===== config.mk =====
export PLATFORM = sky130hd
export DESIGN_NAME = load_store_unit_flat
export DESIGN_NICKNAME = d
export VERILOG_FILES = /design/src/rtl/load_store_unit_if.sv /design/src/rtl/load_store_unit.sv /design/src/flat_wrapper.sv
export SDC_FILE = /design/constraint.sdc
export NUM_CORES = 1
export LEC_CHECK = 0
export BUFFER_PORTS_ARGS = -buffer_cell sky130_fd_sc_hd__buf_2
export CORE_ASPECT_RATIO = 1.75
export CORE_MARGIN = 2
export CORE_UTILIZATION = 45
export DETAILED_ROUTE_END_ITERATION = 7
export PLACE_DENSITY = 0.74
export SKIP_CTS_REPAIR_TIMING = 1
export SYNTH_ARGS = -nofsm -noshare
export SYNTH_HDL_FRONTEND = slang
export SYNTH_SLANG_ARGS = --single-unit

===== constraint.sdc =====
create_clock -name clk -period 2.05 [get_ports clk]
set_input_delay 0 -clock clk [delete_from_list [all_inputs] [get_ports clk]]
set_output_delay 0 -clock clk [all_outputs]
set_load 0.05 [all_outputs]

===== src/rtl/load_store_unit_if.sv =====
`default_nettype none
// ============================================================================
//  Module   : load_store_unit_if
//  Purpose  : Bundles the three buses of the load/store unit:
//             - request  (execute stage -> LSU, valid/ready)
//             - response (LSU -> execute stage, valid/ready)
//             - data memory port (level-sensitive, mem_en=1 writes)
//  Modports : slave  - the load/store unit itself
//             master - the surrounding system (requester, consumer, memory)
//  Revision : 1.0  initial release
// ============================================================================
interface load_store_unit_if;
    // request
    logic        req_valid;
    logic        req_ready;
    logic        req_we;
    logic [1:0]  req_size;
    logic        req_signed;
    logic [63:0] req_addr;
    logic [63:0] req_wdata;
    // response
    logic        rsp_valid;
    logic        rsp_ready;
    logic [63:0] rsp_rdata;
    logic        rsp_err;
    // data memory port
    logic        mem_en;
    logic [63:0] mem_addr;
    logic [63:0] mem_in;
    logic [63:0] mem_out;

    modport slave (
        input  req_valid, req_we, req_size, req_signed, req_addr, req_wdata,
        input  rsp_ready, mem_out,
        output req_ready, rsp_valid, rsp_rdata, rsp_err,
        output mem_en, mem_addr, mem_in
    );

    modport master (
        output req_valid, req_we, req_size, req_signed, req_addr, req_wdata,
        output rsp_ready, mem_out,
        input  req_ready, rsp_valid, rsp_rdata, rsp_err,
        input  mem_en, mem_addr, mem_in
    );
endinterface
`default_nettype wire


===== src/rtl/load_store_unit.sv =====
`default_nettype none
// ============================================================================
//  Module   : load_store_unit
//  Purpose  : Single-outstanding load/store initiator for a 512 x 64-bit data
//             memory. Byte addresses become word indices, sub-dword stores
//             are done as read-modify-write, load data is extracted at the
//             byte offset and sign/zero extended. Misaligned or out-of-range
//             requests are answered with rsp_err and never touch memory.
//  Ports    : clk   - clock, rising edge
//             reset - synchronous, active-high
//             bus   - load_store_unit_if.slave (request, response and
//                     memory port; all outputs registered except req_ready)
//  Revision : 1.0  initial release
// ============================================================================
module load_store_unit #(
    parameter int ADDR_LIMIT_BITS = 12
) (
    input  logic              clk,
    input  logic              reset,
    load_store_unit_if.slave  bus
);

    typedef enum logic [1:0] {
        ST_IDLE = 2'd0,
        ST_RD   = 2'd1,
        ST_WR   = 2'd2,
        ST_RESP = 2'd3
    } state_t;

    localparam int c_IDX_BITS = ADDR_LIMIT_BITS - 3;

    state_t      r_state;
    state_t      w_state_nxt;

    // latched request
    logic        r_we;
    logic [1:0]  r_size;
    logic        r_signed;
    logic [2:0]  r_off;
    logic [63:0] r_wdata;
    logic        w_latch;

    // registered outputs and their next values
    logic        r_rsp_valid, w_rsp_valid_nxt;
    logic        r_rsp_err,   w_rsp_err_nxt;
    logic [63:0] r_rsp_rdata, w_rsp_rdata_nxt;
    logic        r_mem_en,    w_mem_en_nxt;
    logic [63:0] r_mem_addr,  w_mem_addr_nxt;
    logic [63:0] r_mem_in,    w_mem_in_nxt;

    // request decode
    logic        w_range_err;
    logic        w_misalign;
    logic        w_req_err;
    logic [63:0] w_word_idx;

    // datapath on the word returned by memory
    logic [5:0]  w_shift;
    logic [63:0] w_mask;
    logic [63:0] w_shifted;
    logic [63:0] w_load_data;
    logic [63:0] w_merged;

    assign w_range_err = |bus.req_addr[63:ADDR_LIMIT_BITS];
    assign w_req_err   = w_range_err | w_misalign;
    assign w_word_idx  = {{(64 - c_IDX_BITS){1'b0}}, bus.req_addr[ADDR_LIMIT_BITS-1:3]};

    always_comb begin
        w_misalign = 1'b0;
        case (bus.req_size)
            2'd0:    w_misalign = 1'b0;
            2'd1:    w_misalign = bus.req_addr[0];
            2'd2:    w_misalign = |bus.req_addr[1:0];
            default: w_misalign = |bus.req_addr[2:0];
        endcase
    end

    // Lane mask is right-aligned; shifting it by the byte offset selects the
    // addressed bytes of the word. Aligned requests never straddle a word.
    assign w_shift   = {r_off, 3'b000};
    assign w_shifted = bus.mem_out >> w_shift;
    assign w_merged  = (bus.mem_out & ~(w_mask << w_shift)) | ((r_wdata & w_mask) << w_shift);

    always_comb begin
        w_mask      = '1;
        w_load_data = w_shifted;
        case (r_size)
            2'd0: begin
                w_mask      = 64'h0000_0000_0000_00FF;
                w_load_data = {{56{r_signed & w_shifted[7]}}, w_shifted[7:0]};
            end
            2'd1: begin
                w_mask      = 64'h0000_0000_0000_FFFF;
                w_load_data = {{48{r_signed & w_shifted[15]}}, w_shifted[15:0]};
            end
            2'd2: begin
                w_mask      = 64'h0000_0000_FFFF_FFFF;
                w_load_data = {{32{r_signed & w_shifted[31]}}, w_shifted[31:0]};
            end
            default: begin
                w_mask      = '1;
                w_load_data = w_shifted;
            end
        endcase
    end

    // Next-state and next-output logic. Every output register holds its value
    // unless a transition below changes it, which keeps mem_addr/mem_in
    // stable around the write strobe and the response stable under stall.
    always_comb begin
        w_state_nxt     = r_state;
        w_latch         = 1'b0;
        w_rsp_valid_nxt = r_rsp_valid;
        w_rsp_err_nxt   = r_rsp_err;
        w_rsp_rdata_nxt = r_rsp_rdata;
        w_mem_en_nxt    = r_mem_en;
        w_mem_addr_nxt  = r_mem_addr;
        w_mem_in_nxt    = r_mem_in;

        case (r_state)
            ST_IDLE: begin
                if (bus.req_valid) begin
                    w_latch        = 1'b1;
                    w_mem_addr_nxt = w_word_idx;
                    if (w_req_err) begin
                        w_state_nxt     = ST_RESP;
                        w_rsp_valid_nxt = 1'b1;
                        w_rsp_err_nxt   = 1'b1;
                        w_rsp_rdata_nxt = '0;
                    end else if (!bus.req_we || (bus.req_size != 2'd3)) begin
                        w_state_nxt = ST_RD;
                    end else begin
                        // full-word store needs no read, write straight away
                        w_state_nxt  = ST_WR;
                        w_mem_in_nxt = bus.req_wdata;
                        w_mem_en_nxt = 1'b1;
                    end
                end
            end

            ST_RD: begin
                if (r_we) begin
                    w_state_nxt  = ST_WR;
                    w_mem_in_nxt = w_merged;
                    w_mem_en_nxt = 1'b1;
                end else begin
                    w_state_nxt     = ST_RESP;
                    w_rsp_valid_nxt = 1'b1;
                    w_rsp_err_nxt   = 1'b0;
                    w_rsp_rdata_nxt = w_load_data;
                end
            end

            ST_WR: begin
                w_state_nxt     = ST_RESP;
                w_mem_en_nxt    = 1'b0;
                w_rsp_valid_nxt = 1'b1;
                w_rsp_err_nxt   = 1'b0;
                w_rsp_rdata_nxt = '0;
            end

            ST_RESP: begin
                if (bus.rsp_ready) begin
                    w_state_nxt     = ST_IDLE;
                    w_rsp_valid_nxt = 1'b0;
                    w_rsp_err_nxt   = 1'b0;
                    w_rsp_rdata_nxt = '0;
                end
            end

            default: begin
                w_state_nxt = ST_IDLE;
            end
        endcase
    end

    always_ff @(posedge clk) begin
        if (reset) begin
            r_state     <= ST_IDLE;
            r_rsp_valid <= 1'b0;
            r_rsp_err   <= 1'b0;
            r_rsp_rdata <= '0;
            r_mem_en    <= 1'b0;
            r_mem_addr  <= '0;
            r_mem_in    <= '0;
        end else begin
            r_state     <= w_state_nxt;
            r_rsp_valid <= w_rsp_valid_nxt;
            r_rsp_err   <= w_rsp_err_nxt;
            r_rsp_rdata <= w_rsp_rdata_nxt;
            r_mem_en    <= w_mem_en_nxt;
            r_mem_addr  <= w_mem_addr_nxt;
            r_mem_in    <= w_mem_in_nxt;
        end
    end

    always_ff @(posedge clk) begin
        if (reset) begin
            r_we     <= 1'b0;
            r_size   <= 2'd0;
            r_signed <= 1'b0;
            r_off    <= 3'd0;
            r_wdata  <= '0;
        end else if (w_latch) begin
            r_we     <= bus.req_we;
            r_size   <= bus.req_size;
            r_signed <= bus.req_signed;
            r_off    <= bus.req_addr[2:0];
            r_wdata  <= bus.req_wdata;
        end
    end

    assign bus.req_ready = (r_state == ST_IDLE);
    assign bus.rsp_valid = r_rsp_valid;
    assign bus.rsp_err   = r_rsp_err;
    assign bus.rsp_rdata = r_rsp_rdata;
    assign bus.mem_en    = r_mem_en;
    assign bus.mem_addr  = r_mem_addr;
    assign bus.mem_in    = r_mem_in;

endmodule
`default_nettype wire

===== src/flat_wrapper.sv =====
// flat-port wrapper written by rule: the top's interface ports become plain ports
module load_store_unit_flat 
#(
    parameter int ADDR_LIMIT_BITS = 12
)
  (clk, reset, bus_req_valid, bus_req_we, bus_req_size, bus_req_signed, bus_req_addr, bus_req_wdata, bus_rsp_ready, bus_mem_out, bus_req_ready, bus_rsp_valid, bus_rsp_rdata, bus_rsp_err, bus_mem_en, bus_mem_addr, bus_mem_in);
  load_store_unit_if bus_i ();
  input  logic clk;
  input  logic reset;
  input wire logic [$bits(bus_i.req_valid)-1:0] bus_req_valid;
  input wire logic [$bits(bus_i.req_we)-1:0] bus_req_we;
  input wire logic [$bits(bus_i.req_size)-1:0] bus_req_size;
  input wire logic [$bits(bus_i.req_signed)-1:0] bus_req_signed;
  input wire logic [$bits(bus_i.req_addr)-1:0] bus_req_addr;
  input wire logic [$bits(bus_i.req_wdata)-1:0] bus_req_wdata;
  input wire logic [$bits(bus_i.rsp_ready)-1:0] bus_rsp_ready;
  input wire logic [$bits(bus_i.mem_out)-1:0] bus_mem_out;
  output wire logic [$bits(bus_i.req_ready)-1:0] bus_req_ready;
  output wire logic [$bits(bus_i.rsp_valid)-1:0] bus_rsp_valid;
  output wire logic [$bits(bus_i.rsp_rdata)-1:0] bus_rsp_rdata;
  output wire logic [$bits(bus_i.rsp_err)-1:0] bus_rsp_err;
  output wire logic [$bits(bus_i.mem_en)-1:0] bus_mem_en;
  output wire logic [$bits(bus_i.mem_addr)-1:0] bus_mem_addr;
  output wire logic [$bits(bus_i.mem_in)-1:0] bus_mem_in;
  assign bus_i.req_valid = bus_req_valid;
  assign bus_i.req_we = bus_req_we;
  assign bus_i.req_size = bus_req_size;
  assign bus_i.req_signed = bus_req_signed;
  assign bus_i.req_addr = bus_req_addr;
  assign bus_i.req_wdata = bus_req_wdata;
  assign bus_i.rsp_ready = bus_rsp_ready;
  assign bus_i.mem_out = bus_mem_out;
  assign bus_req_ready = bus_i.req_ready;
  assign bus_rsp_valid = bus_i.rsp_valid;
  assign bus_rsp_rdata = bus_i.rsp_rdata;
  assign bus_rsp_err = bus_i.rsp_err;
  assign bus_mem_en = bus_i.mem_en;
  assign bus_mem_addr = bus_i.mem_addr;
  assign bus_mem_in = bus_i.mem_in;
  load_store_unit #(.ADDR_LIMIT_BITS(ADDR_LIMIT_BITS)) u_core (.clk(clk), .reset(reset), .bus(bus_i));
endmodule

# Word level (Yosys, flattened, before mapping)
# Cells that the tools add are included.
# totals
reg_bits	213
elab_cells	86
in_bits	200
output_inout_bits	196
# op_classes
n_eq_ne	15
mux	33
n_bitwise	8
n_shift	3
reduce_logical	15
# op_table
cell	count
$mux 64	8
$pmux 64 s3	2
$pmux 64 s4	1
$and 64x64->64	2
$pmux 64 s2	1
$shl 64x6->64	2
$not 64->64	1
$or 64x64->64	1
$shr 64x6->64	1
$reduce_or 52->1	1
$mux 1	12
$ne 2x2->1 const B	6
$reduce_and 5->1	2
$eq 2x2->1 const B	4
$mux 2	4
$pmux 1 s4	2
$pmux 2 s4	1
$eq 2x1->1 const B	3
$logic_not 2->1	3
$pmux 1 s3	2
$ne 2x1->1 const B	2
$reduce_and 2->1	2
$reduce_and 4->1	1
$and 1x1->1	3
7 further kinds	7

# Longest topological paths before layout
# logic_depth
depth_word	8
ltp_mapped	10
ltp_nobuf	7

# Worst setup path before layout
# No wires, ideal clock.
# synth_path
path_type	register to register
start	register u_core.r_state[0]
end	register u_core.r_mem_in[32] (netlist: u_core.bus.mem_in[32])
stages_incl_launch_ff	11
t_required_ns	1.980
setup_slack_ns	-0.326
n_path_buf	4
setup_time_ns	0.070
synth_period_minus_slack_ns	2.376
arrival_ns	2.305
path_cell_list	dfxtp_1 -> inv_1 -> ha_1 -> clkbuf_1 -> and2_1 -> clkbuf_1 -> a41o_1 -> buf_4 -> buf_6 -> o221ai_1 -> a21oi_1
# synth_via
elab_chain_len	3
word_cells_on_any_way	9
cone_classes	eq/ne: 5; mux: 1; reduce/logical: 3
# synth_lines
item	line	text
start, declared	load_store_unit.sv:32	state_t r_state;
start signal, assigned	load_store_unit.sv:187	r_state <= w_state_nxt;
$logic_not 2->1 *	--	
via bus_req_ready	flat_wrapper.sv:18	output wire logic [$bits(bus_i.req_ready)-1:0] bus_req_ready;
$ne 2x2->1 (no line) or $reduce_bool 2->1 (tied branches)	--	
$reduce_and 5->1 (no line)	--	
end signal, assigned	load_store_unit.sv:193	r_mem_in <= w_mem_in_nxt;
end, declared	load_store_unit.sv:49	logic [63:0] r_mem_in, w_mem_in_nxt;
# Mark *: on every way through the listed nets, which the timed path passes. The rest lies on a longest branch.
# A chain may end at the register's enable or synchronous reset.

# Worst setup path after layout
# layout_path
start	register u_core.r_off[0]
end	register u_core.r_rsp_rdata[42] (netlist: u_core.bus.rsp_rdata[42])
# layout_via
elab_chain_len	5
word_cells_on_any_way	7
cone_classes	shift: 1; mux: 3; bitwise: 3
# layout_lines
item	line	text
start, declared	load_store_unit.sv:39	logic [2:0] r_off;
start signal, assigned	load_store_unit.sv:208	r_off <= bus.req_addr[2:0];
$shr 64x6->64 *	load_store_unit.sv:81	assign w_shifted = bus.mem_out >> w_shift;
$and 1x1->1, on equally long branches	load_store_unit.sv:98, load_store_unit.sv:90, load_store_unit.sv:94	
$pmux 64 s3 *	load_store_unit.sv:87	case (r_size)
$mux 64 *	load_store_unit.sv:142	if (r_we) begin
$pmux 64 s4 *	load_store_unit.sv:120	case (r_state)
end signal, assigned	load_store_unit.sv:190	r_rsp_rdata <= w_rsp_rdata_nxt;
end, declared	load_store_unit.sv:46	logic [63:0] r_rsp_rdata, w_rsp_rdata_nxt;
# Every way passes the cells marked *; elsewhere a longest branch is shown, timed or not. The select of a mux whose other input is x is not followed.

==> results by group <==
Placed design
  • Gp weighted congestion: 1.03
  • Placed inst area: 16000 um^2
  • Detailed Place HPWL: 44500 um
  • Port Buffers: 340
  • Setup WS pre-CTS: -0.212 ns

Finish
  • Share of cells above drive strength 1: 0.328
  • Most common cell after layout, fill and taps aside: nand2_1
  • Filler cells: 2466
  • Area added between synthesis and finish: 42.8%
  • Most frequent cells in the layout: 355 x nand2_1, 339 x buf_2, 209 x a21oi_1, 207 x dfxtp_1, 178 x buf_4
  • Final Cell Area: 18600 um^2
  • Fin nets: 2448

Floorplanning
  • Core box area: 28600 um^2
  • Initial cell density of the core: 0.456
  • DIE WIDTH: 133 um
  • Io pins: 396
  • Total die area: 30400 um^2
  • Vert. Die Dim: 229 um
  • Row count: 82

Setup path
  • Worst EP required: 2.50 ns
  • Critical Path Slowest Stage Cell: dfxtp_4
  • Kind of end point of the critical path: flip-flop
  • Crit path kind: flip-flop to flip-flop
  • Largest stage delay, worst path: 0.42 ns
  • WP data arrival: 2.61 ns
  • Crit path cell chain: buf_12 > nor2b_4 > a22oi_2 > nand4_1 > buf_4 > a21boi_4 > o21ai_4 > clkbuf_16 > o31ai_2
  • Crit-path max FO: 9
  • Critical path startpoint category: flip-flop

Clock tree
  • CTS buffer count: 21
  • CTS Sinks: 213
  • Clock Latency Late Sink: 0.54 ns
  • CTS Root Cell: clkbuf_16
  • CTS tree: built
  • Max Root-Sink Buffers: 3
  • Clk pin slew, worst setup/hold paths: 0.07 ns
  • H-Tree Depth: 1

Drt
  • Vias per cell: 5.95
  • Final WL: 61500 um
  • Iteration-0 DRC Markers: 1514
  • DR WL/cell: 23.3 um
  • Antenna-violating nets left: 0
  • Remaining DRCs: 0
  • Drt pass-1 iters: 8
  • Routed via count: 15704

Power
  • Cell Pwr Density: 943 nW/um^2
  • Sw power: 7490 uW
  • Sw Share: 0.426
  • Combinational share of power: 0.472
  • Clock power share: 0.243
  • Worst VDD drop: 0.627 mV
  • Internal power: 10100 uW
  • Leak Pwr: 0.00749 uW
  • Sequential power share: 0.286
  • Overall Power: 17600 uW

Synthesis
  • Cell count after synthesis: 1734
  • Main synth FF type: dfxtp_1
  • Synth unique cells: 58
  • Cell Area, Synth: 13100 um^2
  • Avg Cell Area, Syn: 7.53 um^2
  • Asr flop ratio synth: 0
  • Register area share after synthesis: 0.327
  • Register bit count reported by yosys: 213
  • Post-synth EDFFs: 0
  • Yosys warns: 0

Status
  • Failing checks: negative hold slack, negative setup slack
  • Outcome: finished with violations

Timing
  • Worst-margin pin slew: 0.923 ns
  • Fmax: 0.462 GHz
  • Hold Slack: -0.182 ns
  • Min cycle time layout: 2.17 ns
  • Slew margin rel.: 0.382
  • Setup violations, final: 36
  • Clock Skews: 0.0316 ns
  • Unrepaired setup endpoints after global routing: yes
  • Final worst slack: -0.116 ns
  • Final Cycle Share: 1.06
  • Max-slew violations: 0
  • Final Hold Viols: 18

Global route
  • Vias in the first global route: 14028
  • First-pass GRT wire length: 83200 um
  • Gr usage total: 0.355
  • Largest net degree at the start of global routing: 102
  • Congestion Overflow GR: 0
  • Antenna violations before repair: 1

Run
  • Max cap viols: 0

Min path
  • Hold Path Class: primary input to flip-flop
## worst paths after layout
check / startpoint / end / slack (ns) / cells past startpoint
hold / removal: reset / u_core.bus.rsp_rdata[45] / -0.18 / 2
setup / recovery: u_core.r_off[0] / u_core.bus.rsp_rdata[42] / -0.12 / 9
setup reg to reg: u_core.r_off[0] / u_core.bus.rsp_rdata[42] / -0.12 / 9
hold reg to reg: u_core.bus.mem_in[58] / u_core.bus.mem_in[58] / 0.45 / 2
## Yosys cell counts, drive strengths merged (15+ instances only)
master | count | share of area
nor2 | 86 | 0.025
a22oi | 34 | 0.020
o21ai | 79 | 0.030
nor3 | 23 | 0.0088
mux2i | 78 | 0.060
a21oi | 216 | 0.083
clkbuf | 109 | 0.031
o31ai | 32 | 0.018
dfxtp | 213 | 0.33
nand3 | 44 | 0.017
nand2 | 360 | 0.10
o221ai | 16 | 0.015
mux2 | 19 | 0.016
nand2b | 23 | 0.011
buf | 110 | 0.058
nand3b | 43 | 0.025
o211ai | 90 | 0.052
a32oi | 15 | 0.010
## cells by family (layout without fill, tap and decap cells)
family,count (synthesis),in the layout,share of synthesized area
AND/OR/NAND/NOR,630,630,0.217
AO/OA/AOI/OAI,548,548,0.270
multiplexers,104,104,0.0883
buffers and inverters,234,705,0.0933
adder cells (fa/ha/maj),4,4,0.00383
flip-flops,213,213,0.327
other,1,56,0.000287
## registers in the layout (all words and copies together), names as in the netlist, 2 cells and up
signal and flops:
u_core.bus.mem_in 64, u_core.bus.rsp_rdata 64, u_core.r_wdata 64, u_core.bus.mem_addr 9, u_core.r_off 3, u_core.r_size 2, u_core.r_state 2
## power groups by stage
stage | Clock (uW) | Combinational (uW) | Sequential [uW]
floorplan | 0 | 4000 | 5470
global placement | 0 | 7180 | 5050
detailed placement | 0 | 7240 | 5060
CTS | 4280 | 7270 | 4980
global route | 4440 | 8670 | 5040
finish | 4270 | 8290 | 5020
## layout make-up
| cell class | count | area (um^2) | area share |
|---|---|---|---|
| Clock inverter | 12 | 178 | 0.00953 |
| Inverter | 15 | 60.1 | 0.00322 |
| Tap cell | 378 | 473 | 0.0254 |
| Timing Repair Buffer | 652 | 4720 | 0.253 |
| Multi-Input combinational cell | 1341 | 8350 | 0.448 |
| Antenna cell | 1 | 2.50 | 0.000134 |
| Sequential cell | 213 | 4280 | 0.230 |
| Clock buffer | 26 | 574 | 0.0308 |
## worst max-delay path: cells and delay by family (launching register included)
family	cells	cell delay [ns]
AOI/OAI and AO/OA	4	0.77
and+or+nand+nor	2	0.28
DFF	1	0.42
buffers and inverters	3	0.58
## routing by layer
layer  GRT usage  share of wire  vias up
li1            -              -     7144
met1       0.401           0.35     7337
met2       0.621           0.49      975
met3      0.0361          0.072      248
met4       0.247          0.083        0
met5           0              0        -
## metrics by stage
stage	util	TNS (ns)	std cells	hold WS [ns]
after floorplan	-	0	1788	0.136
after global placement	0.558	-13.50	2475	0.242
after detailed placement	0.558	-19.82	2475	0.248
after CTS	0.585	-5.52	2513	-0.297
after global routing	0.651	-3.51	2638	-0.182
final	0.651	-2.25	2638	-0.182
No activity file was read; power rests on OpenSTA's default activity.
